File: config.mk
export PLATFORM = sky130hd
export DESIGN_NAME = dmem_responder
export DESIGN_NICKNAME = d
export VERILOG_FILES = /design/src/rtl/dmem_responder.sv
export SDC_FILE = /design/constraint.sdc
export NUM_CORES = 2
export LEC_CHECK = 0
export ABC_CLOCK_PERIOD_IN_PS = 4000
export CORE_MARGIN = 2
export CORE_UTILIZATION = 40
export CTS_BUF_LIST = sky130_fd_sc_hd__clkbuf_2 sky130_fd_sc_hd__clkbuf_4 sky130_fd_sc_hd__clkbuf_8
export CTS_CLUSTER_DIAMETER = 200
export DETAILED_ROUTE_END_ITERATION = 6
export DONT_BUFFER_PORTS = 1
export PLACE_DENSITY = 0.62
export SYNTH_ARGS = -nofsm -noshare
export SYNTH_HDL_FRONTEND = slang
export SYNTH_SLANG_ARGS = --single-unit
File: constraint.sdc
create_clock -name clk -period 4 [get_ports clk]
set_clock_uncertainty 0.2 [all_clocks]
set_input_delay 1.2 -clock clk [delete_from_list [all_inputs] [get_ports clk]]
set_output_delay 1.2 -clock clk [all_outputs]
set_load 0.005 [all_outputs]
File: src/rtl/dmem_responder.sv
// -----------------------------------------------------------------------------
// dmem_responder
//   Data-memory responder for the CPU MEM stage. It services word loads (LW)
//   and stores (SW) presented on a valid/ready request channel. Load data,
//   or a store acknowledge, comes back on a valid/ready response channel.
//   The RAM is word-addressed and synchronous, and a programmable number of
//   wait states separates request accept from the response.
//
//   Parameters
//     ADDR_LOG2    log2 of the number of 32-bit words held in the RAM
//     WAIT_STATES  extra cycles between request accept and response (0..15)
//
//   Ports
//     clk        in   1   clock, all logic on the rising edge
//     reset_n    in   1   synchronous reset, active low
//     req_valid  in   1   request present
//     req_ready  out  1   responder can accept a request (IDLE only)
//     req_write  in   1   1 = store, 0 = load
//     daddrbus   in   32  byte address; upper bits alias
//     databus    in   32  store data, sampled on accept
//     rsp_valid  out  1   response present (RESP only)
//     rsp_ready  in   1   consumer takes the response
//     rsp_rdata  out  32  load data; 0 for stores and errors
//     rsp_err    out  1   misaligned access (daddrbus[1:0] != 0)
// -----------------------------------------------------------------------------
module dmem_responder #(
  parameter int ADDR_LOG2   = 6,
  parameter int WAIT_STATES = 2
) (
  input  logic        clk,
  input  logic        reset_n,
  input  logic        req_valid,
  output logic        req_ready,
  input  logic        req_write,
  input  logic [31:0] daddrbus,
  input  logic [31:0] databus,
  output logic        rsp_valid,
  input  logic        rsp_ready,
  output logic [31:0] rsp_rdata,
  output logic        rsp_err
);

  localparam int         DEPTH     = 2 ** ADDR_LOG2;
  localparam logic [3:0] WAIT_INIT = 4'(WAIT_STATES);

  typedef enum logic [1:0] {
    IDLE = 2'd0,
    BUSY = 2'd1,
    RESP = 2'd2
  } state_t;

  state_t                 r_state;
  state_t                 w_next_state;
  logic [3:0]             r_wait_cnt;
  logic                   r_write;
  logic                   r_err;
  logic [ADDR_LOG2-1:0]   r_index;
  logic [31:0]            r_wdata;
  logic [31:0]            r_rdata;
  logic                   r_rsp_err;
  logic [31:0]            r_mem [DEPTH];

  logic                   w_accept;
  logic                   w_access;
  logic                   w_unused_addr;

  // Address bits above the RAM index are ignored, so addresses alias.
  assign w_unused_addr = ^daddrbus[31:ADDR_LOG2+2];

  assign w_accept = (r_state == IDLE) && req_valid;
  // The access fires on the BUSY cycle in which the counter has run out.
  assign w_access = (r_state == BUSY) && (r_wait_cnt == 4'd0);

  assign rsp_rdata = r_rdata;
  assign rsp_err   = r_rsp_err;

  // NOTE: sequential state uses non-blocking assignments so that every
  // register samples pre-edge values, regardless of the order of the blocks.
  always_ff @(posedge clk) begin
    if (!reset_n) begin
      r_state <= IDLE;
    end else begin
      r_state <= w_next_state;
    end
  end

  // NOTE: every output of this block gets a default first, so that no path
  // through the case statement leaves a signal unassigned and infers a latch.
  always_comb begin
    w_next_state = r_state;
    req_ready    = 1'b0;
    rsp_valid    = 1'b0;
    unique case (r_state)
      IDLE: begin
        req_ready = 1'b1;
        if (req_valid) w_next_state = BUSY;
      end
      BUSY: begin
        if (w_access) w_next_state = RESP;
      end
      RESP: begin
        rsp_valid = 1'b1;
        if (rsp_ready) w_next_state = IDLE;
      end
      default: w_next_state = IDLE;
    endcase
  end

  // Request capture, wait counter and response registers.
  always_ff @(posedge clk) begin
    if (!reset_n) begin
      r_wait_cnt <= 4'd0;
      r_write    <= 1'b0;
      r_err      <= 1'b0;
      r_index    <= '0;
      r_wdata    <= 32'd0;
      r_rdata    <= 32'd0;
      r_rsp_err  <= 1'b0;
    end else if (w_accept) begin
      r_write    <= req_write;
      r_err      <= |daddrbus[1:0];
      r_index    <= daddrbus[ADDR_LOG2+1:2];
      r_wdata    <= databus;
      r_wait_cnt <= WAIT_INIT;
      r_rsp_err  <= 1'b0;
    end else if (r_state == BUSY) begin
      if (r_wait_cnt != 4'd0) begin
        r_wait_cnt <= r_wait_cnt - 4'd1;
      end else begin
        // Stores and errors return zero data; only a clean load reads RAM.
        r_rdata   <= (!r_write && !r_err) ? r_mem[r_index] : 32'd0;
        r_rsp_err <= r_err;
      end
    end
  end

  // NOTE: the RAM array has no reset; clearing it would turn a plain memory
  // into thousands of resettable flops, and its contents are undefined
  // until written. The write is gated by reset_n so that a store caught by
  // reset on its commit edge is dropped together with the rest of the
  // request.
  always_ff @(posedge clk) begin
    if (reset_n && w_access && r_write && !r_err) begin
      r_mem[r_index] <= r_wdata;
    end
  end

endmodule

==> qor.csv <==
metric,value,unit
pre-CTS WS,0.351,ns
footprint of the multi-input gates,17900,um^2
Max VDD drop,0.359,mV
Filler Cell Count,16900,
M2 GR Usage,34.2,%
CTS sink count,2133,
Pint,35.1,mW
GR Overflow Total,0,
hold endpoint,r_wdata[3],
Core Footprint,204000,um^2
Post-synth ARST share,0,%
share of layout cells above drive strength 1,31.4,%
crit share post-route,90.4,%
I/O Buffers,0,
critical path required time,4.45,ns
"Max stage delay cell, worst path",nand2_1,
YS warnings,0,
Post-synth EDFFs,2048,
Die ar.,209000,um^2
most used cell along the critical path,nand2_1,
Synth Register Bits,2133,
Slew headroom,10.2,%
"Buf+Inv Stages, Crit Path",2,
DR iter-0 viols,5745,
Initial Utilization,40.1,%
most used flip-flop cell after synthesis,edfxtp_1,
reg2reg path depth,7,
Fmax achieved,277,MHz
overall routing resource usage,21.7,%
TritonRoute pass-1 iters,6,
Post-synth top cells,"edfxtp_1, mux4_2, nand2_1",
crit path cell chain,"nor2b_1, nand2_1, nor4b_2, nand2_1, buf_4, nor2_4, buf_12",
Setup crit end kind,flip-flop,
Die Y,457,um
outcome,finished clean,
hold path start,databus[3],
Mapped Nets,3827,
global routing usage on met1,29.9,%
register area,63300,um^2
CTS resizes,0,
worst-path maximum fanout,32,
share of the yosys chip area belonging to registers,77.1,%
residual DRC count,0,
Post-CTS Setup Bufs,0,
LEAKAGE,29.9,nW
vias in the first global route,41800,
worst reg2reg setup slack,0.38,ns
GRT busiest layer,met2,
register share of total power,55.1,%
"wirelength, routed",230,mm
Worst setup SP type,flip-flop,
"Data arrival, critical path",4.07,ns
post-route ant nets,0,
WL/cell,32.2,um
top-count cell post-synth,edfxtp_1,
CTS hold repair buffers,0,
clk buf depth,4,
Final min period,3.62,ns
Layout area overhead,14.3,%
RSZ-0062 raised after global routing,no,
io pins,104,
Clock Power Share,39.2,%
Final #Nets,4243,
Syn Std Cell Area,82000,um^2
Vias/cell,5.89,
final setup TNS,0,ns
Comb pwr share,5.8,%
root buf cell,clkbuf_8,
library cells used by synthesis,79,
Mapped Avg Cell Area,21.8,um^2
H-tree depth,5,
FP Rows,166,
later-pin clock latency in the skew report,1.04,ns
Min-Delay Path Class,primary input to flip-flop,
"Setup violations, final",0,
Final GP Congestion,0.831,
Final Hold Viols,0,
"Reg clk slew, reported paths",0.06,ns
post-synthesis cell count,3757,
worst-margin pin slew,1.35,ns
synth top area cells,"edfxtp_1, mux4_2, dfxtp_1",
switching power,10.4,mW
crit path kind,flip-flop to flip-flop,
worst setup margin,0.384,ns
CP peak stage delay,0.63,ns
Synth top area share,75.0,%
TritonCTS clock tree,yes,
worst r2r src,r_state[0],
die width,457,um
Switching Share,22.9,%
crit-path leading delay family,simple AND/OR/NAND/NOR gates,
Vias,41900,
antenna violations before repair,8,
Slew Limit Fails,0,
Layout Utilization,45.9,%
number of buffers created by CTS,345,
largest net degree at the start of global routing,66,
Power per Cell Area,486,nW/um^2
wire length of the first global-routing pass,320,mm
max-capacitance violation count,0,
placed wire-length estimate,137,mm
cell taking the most area after synthesis,edfxtp_1,
reg2reg end,r_mem[3][5],
Hold Crit Depth,2,
met3 usage,4.56,%
worst max path at each step:
stage	from	end	slack (ns)	depth (start not counted)
2_1_floorplan	reset_n	r_mem[62][0]	0.05	4
3_3_place_gp	flip-flop	rsp_rdata[11]	0.11	7
3_5_place_dp	reset_n	r_mem[11][9]	0.35	6
4_1_cts	r_state[0]	r_mem[3][5]	0.46	7
5_1_grt	r_state[0]	r_mem[3][5]	0.29	7
6_report	r_state[0]	r_mem[3][5]	0.38	7
registers in the layout, summed over array words and instances (netlist names), named ones only:
register,cells
r_err,1
r_write,1
r_wdata,32
r_mem,2048
r_index,6
rsp_rdata,32
r_wait_cnt,4
r_state,2
rsp_err,1
through the flow:
step | hold slack, ns | instances | instance area, um^2 | power (mW)
finish | 0.0930 | 7119 | 93700 | 45.5
global route | 0.0339 | 7114 | 93600 | 46.8
CTS | 0.000718 | 7107 | 93600 | 45.8
detailed placement | 0.252 | 6514 | 87300 | 28.2
global placement | 0.255 | 6513 | 87300 | 28.1
floorplan | 0.235 | 3757 | 82000 | 27.0
layout make-up:
class	count	area share, %
clock buffer	463	6.12
clock inverter	130	0.668
tap	2688	3.59
antenna	12	0.0321
sequential	2133	67.5
inverter	7	0.0294
timing repair buffer	272	2.94
multi-input combinational	1414	19.1
cell usage in the layout, fill, tap and decap left out, types with 9 or more instances in the layout:
master	instances
nand3_1	46
clkinv_1	82
o221ai_1	9
nand2b_1	17
a21oi_1	65
dfxtp_1	48
mux4_2	466
nor4_1	11
a211oi_1	12
mux4_1	50
dfxtp_2	32
edfxtp_1	2048
a2111oi_0	12
nor2b_1	15
o22ai_1	28
nand2_1	193
a221oi_1	11
mux2i_1	110
buf_4	214
o21ai_0	25
a22oi_1	21
nor2_1	58
clkinv_2	37
mux2_2	17
buf_12	57
a32oi_1	11
clkbuf_4	103
nor2_4	64
nor3_1	32
diode_2	12
clkbuf_8	360
nand4_1	17
cell families (layout without fill, tap and decap cells):
kind of cell               count (synthesis)  in the layout  share of synthesized area, %
muxes                                    643            643                          16.0
xor gates and xnor gates                   3              3                        0.0321
and+or+nand+nor                          497            497                          2.82
DFF                                     2133           2133                          77.1
adders and majority gates                  1              1                        0.0153
AOI/OAI and AO/OA                        270            270                          2.32
other                                      0             12                             0
buffers and inverters                    210            872                          1.71
per-layer routing:
metal / wire length [um] / vias to the layer above
met2: 109000 / 2307
met3: 21800 / 433
met5: 14 / -
met1: 90400 / 22500
li1: - / 16700
met4: 8400 / 2
power by group through the flow:
stage | sequential (mW) | combinational [mW] | clock (mW)
after floorplan | 25.4 | 1.62 | 0
after global placement | 25.5 | 2.61 | 0
after detailed placement | 25.5 | 2.64 | 0
after CTS | 25.1 | 2.64 | 18.1
after global routing | 25.1 | 2.75 | 19.0
final | 25.1 | 2.63 | 17.8
Note: power is estimated with default switching activity, not from simulation.
